===== src/rtl/alu_operand_stage.sv =====
// EX-stage operand generator: forwards rs/rt from MEM/WB, selects ALU A/B,
// stalls ID on load-use hazards and registers the pair under valid/ready.

module alu_fwd_unit #(
   parameter int DATA_W = 32,
   parameter int REG_AW = 5
) (
   input  logic [REG_AW-1:0] addr,
   input  logic [DATA_W-1:0] rf_data,
   input  logic              mem_wen,
   input  logic [REG_AW-1:0] mem_waddr,
   input  logic [DATA_W-1:0] mem_wdata,
   input  logic              wb_wen,
   input  logic [REG_AW-1:0] wb_waddr,
   input  logic [DATA_W-1:0] wb_wdata,
   output logic [DATA_W-1:0] fwd_data,
   output logic              mem_hit
);
   logic addr_nz;
   logic wb_hit;

   assign addr_nz = (addr != '0);
   assign mem_hit = addr_nz & mem_wen & (mem_waddr == addr);
   assign wb_hit  = addr_nz & wb_wen & (wb_waddr == addr);

   // MEM is the younger producer, so it wins over WB.
   always_comb begin
      fwd_data = rf_data;
      if (!addr_nz)     fwd_data = '0;
      else if (mem_hit) fwd_data = mem_wdata;
      else if (wb_hit)  fwd_data = wb_wdata;
   end
endmodule

module alu_operand_stage #(
   parameter int DATA_W      = 32,
   parameter int REG_AW      = 5,
   parameter int SHIFT_CONST = 16,
   parameter int CNT_W       = 16
) (
   input  logic              clk,
   input  logic              rst,
   input  logic              flush,
   input  logic              in_valid,
   output logic              in_ready,
   input  logic [1:0]        alua_sel,
   input  logic [1:0]        alub_sel,
   input  logic [REG_AW-1:0] rs_addr,
   input  logic [REG_AW-1:0] rt_addr,
   input  logic [DATA_W-1:0] rdata1,
   input  logic [DATA_W-1:0] rdata2,
   input  logic [DATA_W-1:0] ext_imm,
   input  logic              mem_wen,
   input  logic [REG_AW-1:0] mem_waddr,
   input  logic [DATA_W-1:0] mem_wdata,
   input  logic              mem_is_load,
   input  logic              wb_wen,
   input  logic [REG_AW-1:0] wb_waddr,
   input  logic [DATA_W-1:0] wb_wdata,
   output logic              out_valid,
   input  logic              out_ready,
   output logic [DATA_W-1:0] alu_a,
   output logic [DATA_W-1:0] alu_b,
   output logic [CNT_W-1:0]  stall_cnt
);
   localparam int NUM_SRC = 2;
   localparam logic [1:0] A_RS = 2'b00, A_RT = 2'b01, A_IMM = 2'b10;
   localparam logic [1:0] B_RT = 2'b00, B_IMM = 2'b01, B_ZERO = 2'b10;
   localparam logic [DATA_W-1:0] SHIFT_VAL = DATA_W'(SHIFT_CONST);

   logic [NUM_SRC-1:0][REG_AW-1:0] src_addr;
   logic [NUM_SRC-1:0][DATA_W-1:0] src_rdata;
   logic [NUM_SRC-1:0][DATA_W-1:0] src_val;
   logic [NUM_SRC-1:0]             src_mem_hit;
   logic [NUM_SRC-1:0]             src_used;

   logic              hazard, capture;
   logic [DATA_W-1:0] sel_a, sel_b;
   logic              out_valid_d, out_valid_q;
   logic [DATA_W-1:0] alu_a_d, alu_a_q, alu_b_d, alu_b_q;
   logic [CNT_W-1:0]  stall_cnt_d, stall_cnt_q;

   // Index 0 is rs, index 1 is rt.
   assign src_addr  = {rt_addr, rs_addr};
   assign src_rdata = {rdata2, rdata1};
   assign src_used[0] = (alua_sel == A_RS);
   assign src_used[1] = (alua_sel == A_RT) | (alub_sel == B_RT);

   for (genvar g = 0; g < NUM_SRC; g++) begin : g_src
      alu_fwd_unit #(.DATA_W(DATA_W), .REG_AW(REG_AW)) u_fwd (
         .addr      (src_addr[g]),
         .rf_data   (src_rdata[g]),
         .mem_wen   (mem_wen),
         .mem_waddr (mem_waddr),
         .mem_wdata (mem_wdata),
         .wb_wen    (wb_wen),
         .wb_waddr  (wb_waddr),
         .wb_wdata  (wb_wdata),
         .fwd_data  (src_val[g]),
         .mem_hit   (src_mem_hit[g])
      );
   end

   // A load in MEM has no data yet; WB data is always ready to forward.
   assign hazard   = in_valid & mem_is_load & |(src_used & src_mem_hit);
   assign in_ready = !rst & !hazard & (!out_valid_q | out_ready);
   assign capture  = in_valid & in_ready & !flush;

   always_comb begin
      case (alua_sel)
         A_RS:    sel_a = src_val[0];
         A_RT:    sel_a = src_val[1];
         A_IMM:   sel_a = ext_imm;
         default: sel_a = '0;
      endcase
      case (alub_sel)
         B_RT:    sel_b = src_val[1];
         B_IMM:   sel_b = ext_imm;
         B_ZERO:  sel_b = '0;
         default: sel_b = SHIFT_VAL;
      endcase
   end

   always_comb begin
      out_valid_d = out_valid_q;
      alu_a_d     = alu_a_q;
      alu_b_d     = alu_b_q;
      stall_cnt_d = stall_cnt_q;
      if (flush) begin
         out_valid_d = 1'b0;
      end else if (capture) begin
         out_valid_d = 1'b1;
         alu_a_d     = sel_a;
         alu_b_d     = sel_b;
      end else if (out_ready) begin
         out_valid_d = 1'b0;
      end
      if (hazard && !flush && stall_cnt_q != '1)
         stall_cnt_d = stall_cnt_q + CNT_W'(1);
   end

   always_ff @(posedge clk or posedge rst) begin
      if (rst) begin
         out_valid_q <= 1'b0;
         alu_a_q     <= '0;
         alu_b_q     <= '0;
         stall_cnt_q <= '0;
      end else begin
         out_valid_q <= out_valid_d;
         alu_a_q     <= alu_a_d;
         alu_b_q     <= alu_b_d;
         stall_cnt_q <= stall_cnt_d;
      end
   end

   assign out_valid = out_valid_q;
   assign alu_a     = alu_a_q;
   assign alu_b     = alu_b_q;
   assign stall_cnt = stall_cnt_q;
endmodule


===== config.mk =====
export PLATFORM = sky130hd
export DESIGN_NAME = alu_operand_stage
export DESIGN_NICKNAME = d
export VERILOG_FILES = /design/src/rtl/alu_operand_stage.sv
export SDC_FILE = /design/constraint.sdc
export NUM_CORES = 1
export LEC_CHECK = 0
export ABC_CLOCK_PERIOD_IN_PS = 3100
export BUFFER_PORTS_ARGS = -buffer_cell sky130_fd_sc_hd__buf_4
export CAP_MARGIN = 20
export CORE_MARGIN = 10
export CORE_UTILIZATION = 45
export CTS_CLUSTER_DIAMETER = 40
export DETAILED_ROUTE_END_ITERATION = 6
export PLACE_DENSITY_LB_ADDON = 0.2
export RECOVER_POWER = 25
export REMOVE_ABC_BUFFERS = 1
export SYNTH_ARGS = -nofsm -noshare
export SYNTH_HDL_FRONTEND = slang
export SYNTH_HIERARCHICAL = 1
export SYNTH_SLANG_ARGS = --single-unit

===== constraint.sdc =====
create_clock -name clk -period 3.1 [get_ports clk]
set_clock_uncertainty 0.15 [all_clocks]
set_input_delay 0 -clock clk [delete_from_list [all_inputs] [get_ports clk]]
set_output_delay 0 -clock clk [all_outputs]
set_load 0.005 [all_outputs]

==> results of run 1 <==
per-layer routing:
layer / share of wire / global-route usage / vias up
met4: 0.031 / 0.100 / 0
met3: 0.10 / 0.0691 / 69
li1: - / - / 3315
met5: 0 / 0 / -
met1: 0.39 / 0.340 / 3551
met2: 0.47 / 0.440 / 496
state kept, by name (all words and copies together), names as in the netlist:
| signal | cells |
|---|---|
| alu_a | 32 |
| stall_cnt | 16 |
| out_valid | 1 |
| alu_b | 32 |
power by group:
group          switching (mW)  total (mW)  internal [mW]
clock network           0.438        1.19          0.754
registers               0.107        1.34           1.23
logic                   0.597        1.20          0.601
stage by stage:
stage | hold WS, ns | utilization | power (mW) | setup slack, ns
finish | 0.0714 | 0.656 | 3.73 | 0.651
global route | 0.0838 | 0.656 | 3.90 | 0.549
CTS | 0.0552 | 0.663 | 3.81 | 0.693
detailed placement | 0.0658 | 0.613 | 2.56 | 0.325
global placement | 0.0581 | 0.613 | 2.55 | 0.383
floorplan | -0.114 | - | 1.80 | -0.947
critical path: cells and delay by family:
kind | cells | cell delay (ns)
buffers and inverters | 3 | 1.11
and+or+nand+nor | 3 | 0.98
AOI/OAI and AO/OA | 2 | 0.35
muxes | 1 | 0.06
cells by family (layout without fill, tap and decap cells):
family / Yosys count / after routing / synth area share
AOI/OAI and AO/OA: 233 / 233 / 0.228
and+or+nand+nor: 178 / 178 / 0.134
muxes: 128 / 128 / 0.211
buffers and inverters: 85 / 356 / 0.0625
DFF: 81 / 81 / 0.315
xor gates and xnor gates: 35 / 35 / 0.0476
adders and majority gates: 1 / 1 / 0.00194
layout by cell type, fill, tap and decap left out, types with 34 or more instances in the layout:
cell / synthesis / layout
nand2_1: 41 / 41
dlygate4sd3_1: 0 / 37
xnor2_1: 34 / 34
mux2_2: 55 / 55
mux2i_1: 64 / 64
nand3_1: 68 / 68
o31ai_1: 64 / 64
o21ai_0: 96 / 96
buf_4: 10 / 255
dfrtp_1: 81 / 81
nor2_1: 36 / 36
a31oi_1: 64 / 64
final timing paths:
kind | from | to | slack (ns) | cells past startpoint
max | rt_addr[1] | alu_b[4]$_DFFE_PP0P_ | 0.65 | 9
min | alub_sel[1] | alu_b[20]$_DFFE_PP0P_ | 0.07 | 3
max reg2reg | stall_cnt[0]$_DFFE_PP0P_ | stall_cnt[1]$_DFFE_PP0P_ | 0.84 | 5
min reg2reg | alu_b[27]$_DFFE_PP0P_ | alu_b[27]$_DFFE_PP0P_ | 0.34 | 1
max in group asynchronous | rst | alu_a[30]$_DFFE_PP0P_ | 1.26 | 5
min in group asynchronous | rst | alu_b[15]$_DFFE_PP0P_ | 0.64 | 4
what timing repair did:
item                                   in CTS  in global routing
hold buffers                               37                  0
gates resized for setup                     0                  0
endpoints found under the hold margin     160                  0
layout make-up:
cell class	instances	area [um2]	share of cell area
clock buffer	11	253	0.0276
sequential	81	2030	0.222
tap	180	225	0.0246
inverter	5	20.0	0.00219
multi-input combinational	575	4020	0.440
clock inverter	5	85.1	0.00930
timing repair buffer	335	2520	0.275
==> results_dict.tcl, run 1 <==
set metrics [dict create \
    cts-root-to-sink-buffers 2 \
    dpl-instance-area_mm2 0.00854 \
    worst_pin_slew_ns 1.38 \
    first_iter_violations 825 \
    clock_latency_ns 0.34 \
    hp-class "primary input to register" \
    slowest_stage "dlygate4sd3_1" \
    fin_cells 1192 \
    cellPowerDensity_mw_per_mm2 408 \
    grt_pass1_wl_um 43200 \
    synthTopCellsByCount "o21ai_0, dfrtp_1, nand3_1" \
    finalSetupViolCount 0 \
    grt_overflow 0 \
    yosysSeqAreaShare 0.315 \
    peakVddDrop_mv 0.264 \
    ys_async_sr_fraction 1.00 \
    cts_tree "built" \
    synth_edf_count 0 \
    remaining_drc_errors 0 \
    stdcell_area_mm2 0.00915 \
    crit_required_ns 3.16 \
    ant_nets 0 \
    clock_sinks 81 \
    start_kind "primary input" \
    hold_viol_final 0 \
    initial_core_util 0.462 \
    clk_pin_slew_ns 0.06 \
    dieArea_mm2 0.0195 \
    syn_area_per_cell_um2 8.70 \
    vias 7431 \
    finalCriticalPeriod_ns 2.45 \
    ys_ff_latch 81 \
    port_buffers 273 \
    max_slew_margin 0.0788 \
    die_h_um 140 \
    yosys.area.top_type_share 0.315 \
    synth_top_cell_by_area "dfrtp_1" \
    cts_made_buffers 9 \
    p_leak_nw 4.09 \
    rows 43 \
    synth_cells 741 \
    grt_max_degree 82 \
    syn_area_mm2 0.00644 \
    root_buffer "clkbuf_16" \
    ys_warn_count 6 \
    routed_wl_um 28300 \
    core_area_mm2 0.0139 \
    ys_types 36 \
    ys.flop_type "dfrtp_1" \
    diodes 0 \
    slew_viol_final 0 \
    worst-path-max-fanout 32 \
    wl_per_cell_um 23.7 \
    rsz0062_at_grt "no" \
    worstPathArrival_ns 2.51 \
    placedCellCount 1138 \
    status "finished clean" \
    cpMostUsedCell "buf_4" \
    slowest_delay_ns 0.56 \
    postCtsSetupRepairBufs 0 \
    end_kind "register" \
    final_nets 1200 \
    setup_tns_ns 0 \
    grtUsageTotal 0.271 \
    io-pin-count 274 \
    yosysMostFrequentCell "o21ai_0" \
    die_w_um 140 \
    via_per_inst 6.23 \
    crit_chain "buf_4, or4_4, or2_1, or3b_1, buf_4, a31oi_1, a21oi_1, dlygate4sd3_1, mux2i_1" \
    synth.top_cells.by_area "dfrtp_1, mux2i_1, mux2_2" \
    nFillCells 1195 \
    grt_pass1_vias 7287 \
    drv_cap 0 \
    gp_congestion 0.944 \
    drive_above_1_share 0.339 \
    antenna_found_initial 0 \
    worstSetupPathType "primary input to register" \
    max_freq_mhz 408 \
    firstDrtPassIters 5 \
    area_growth_pct 42.0 \
    fin_crit_sh 0.790 \
    hpwl_um 19200 \
    htreeDepth 3 \
]
(Power assumes the default switching activity.)
==> inputs of run 2 (changes only) <==
--- a/config.mk
+++ b/config.mk
@@ -5,11 +5,11 @@
 export SDC_FILE = /design/constraint.sdc
 export NUM_CORES = 1
 export LEC_CHECK = 0
-export ABC_CLOCK_PERIOD_IN_PS = 3100
+export ABC_CLOCK_PERIOD_IN_PS = 2100
 export BUFFER_PORTS_ARGS = -buffer_cell sky130_fd_sc_hd__buf_4
 export CAP_MARGIN = 20
 export CORE_MARGIN = 10
-export CORE_UTILIZATION = 45
+export CORE_UTILIZATION = 44
 export CTS_CLUSTER_DIAMETER = 40
 export DETAILED_ROUTE_END_ITERATION = 6
 export PLACE_DENSITY_LB_ADDON = 0.2
==> constraint.sdc (replaced) <==
create_clock -name clk -period 2.1 [get_ports clk]
set_clock_uncertainty 0.15 [all_clocks]
set_input_delay 0 -clock clk [delete_from_list [all_inputs] [get_ports clk]]
set_output_delay 0 -clock clk [all_outputs]
set_load 0.005 [all_outputs]
==> results_dict.tcl, run 2 (synthesis results as in run 1) <==
set metrics [dict create \
    via_per_inst 6.22 \
    grt_pass1_vias 7890 \
    remaining_drc_errors 0 \
    rsz0062_at_grt "yes" \
    hpwl_um 20100 \
    violations "setup timing" \
    layout_common_cells "buf_4, o21ai_0, dfrtp_1" \
    antenna_found_initial 0 \
    firstDrtPassIters 6 \
    clock_latency_ns 0.34 \
    power.share.clock 0.289 \
    grt_overflow 0 \
    seqPwrFrac 0.351 \
    worstSetupPathType "primary input to register" \
    end_kind "register" \
    clk_pin_slew_ns 0.06 \
    intPower_mw 3.91 \
    gp_congestion 0.899 \
    grt_max_degree 82 \
    port_buffers 273 \
    grt_pass1_wl_um 44500 \
    ant_nets 0 \
    root_buffer "clkbuf_16" \
    dieArea_mm2 0.0199 \
    htreeDepth 3 \
    first_iter_violations 831 \
    multi_input_area_mm2 0.00416 \
    place_ws_ns -0.458 \
    hp-class "primary input to register" \
    nFillCells 1145 \
    clock_sinks 81 \
    die_w_um 141 \
    worst_pin_slew_ns 1.13 \
    status "finished, violations left" \
    area.sequential_mm2 0.00203 \
    diodes 0 \
    area_growth_pct 55.1 \
    max_freq_mhz 473 \
    switching_power_mw 1.75 \
    grtUsageTotal 0.276 \
    cts_tree "built" \
    routed_wl_um 29900 \
    worst-path-max-fanout 5 \
    drive_above_1_share 0.411 \
    initial_core_util 0.447 \
    start_kind "primary input" \
    wl_per_cell_um 24.0 \
    worstPathArrival_ns 2.19 \
    rows 44 \
    finalCriticalPeriod_ns 2.11 \
    io-pin-count 274 \
    vias 7744 \
    cts-root-to-sink-buffers 2 \
    p_total_mw 5.66 \
    p_comb_frac 0.360 \
    fin_crit_sh 1.01 \
    final_nets 1249 \
    drv_cap 0 \
    hold_viol_final 0 \
    core_area_mm2 0.0144 \
    p_leak_nw 4.60 \
    crit_required_ns 2.18 \
    cellPowerDensity_mw_per_mm2 566 \
    max_slew_margin 0.245 \
    fin_hold_ws_ns 0.0591 \
    setup_tns_ns -0.0122 \
    peakVddDrop_mv 0.352 \
    fin_ws_ns -0.0122 \
    swShare 0.309 \
    slew_viol_final 0 \
    cts_made_buffers 9 \
    final_common_cell "buf_4" \
    final_core_util 0.693 \
    finalSetupViolCount 1 \
    die_h_um 141 \
]
## run 2: cell count changes in the layout (fill, tap and decap cells not counted), sizes merged
| cell | before | now |
|---|---|---|
| buf | 257 | 345 |
| clkbuf | 52 | 14 |
| clkinv | 1 | 3 |
| bufinv | 2 | 1 |
| dlygate4sd3 | 37 | 35 |
## run 2: path summary, 6_finish.rpt
check	start	to	slack (ns)	cells after the start
worst max-delay path	rt_addr[4]	alu_a[30]$_DFFE_PP0P_	-0.01	12
worst min-delay path	alua_sel[0]	alu_a[21]$_DFFE_PP0P_	0.06	3
worst max register to register	stall_cnt[8]$_DFFE_PP0P_	stall_cnt[1]$_DFFE_PP0P_	0.11	5
worst min register to register	alu_a[18]$_DFFE_PP0P_	alu_a[18]$_DFFE_PP0P_	0.34	1
max in group asynchronous	rst	alu_b[29]$_DFFE_PP0P_	0.50	4
min in group asynchronous	rst	stall_cnt[14]$_DFFE_PP0P_	0.57	4
## run 2: what timing repair did
item                                    4_1_cts  5_1_grt
hold buffers                                 35        0
gates resized for setup                       7       53
endpoints found under the setup margin       64       77
cloned                                        2        5
setup buffers                                 4        8
endpoints found under the hold margin       150        0
pin swaps                                     2       12
## run 2: layer usage
layer / wire length, um / track usage / up-vias / share of wire
li1: - / - / 3415 / -
met1: 11200 / 0.327 / 3671 / 0.38
met2: 14100 / 0.445 / 561 / 0.47
met3: 3370 / 0.0897 / 97 / 0.11
met4: 1190 / 0.123 / 0 / 0.040
met5: 0 / 0 / - / 0
## run 2: final cells by class
type                            count  area share
Clock buffer                       10      0.0239
Timing Repair Buffer              384       0.326
Clock inverter                      6     0.00651
Sequential cell                    81       0.203
Inverter                            5     0.00200
Tap cell                          184      0.0230
Multi-Input combinational cell    575       0.416
## run 2: critical path, stage by stage
cell and delay [ns]:
buf_4 0.11, or4_4 0.51, or2_1 0.25, or3b_4 0.25, inv_2 0.04, o2111ai_4 0.06
nand2_2 0.11, nor2_4 0.14, buf_6 0.13, buf_12 0.12, clkbuf_16 0.15, mux2_4 0.30
## run 2: power groups by stage
stage / registers, mW / logic, mW / clock network [mW]
6_report: 1.99 / 2.04 / 1.64
5_1_grt: 2.01 / 2.18 / 1.72
4_1_cts: 1.97 / 1.90 / 1.66
3_5_place_dp: 2.00 / 1.82 / 0
3_3_place_gp: 1.99 / 1.79 / 0
2_1_floorplan: 1.99 / 0.665 / 0
## run 2: metrics by stage
stage,area (um2),instances
floorplan,6060,661
detailed placement,8880,1176
global placement,8880,1176
CTS,9650,1233
global route,10000,1245
finish,10000,1245
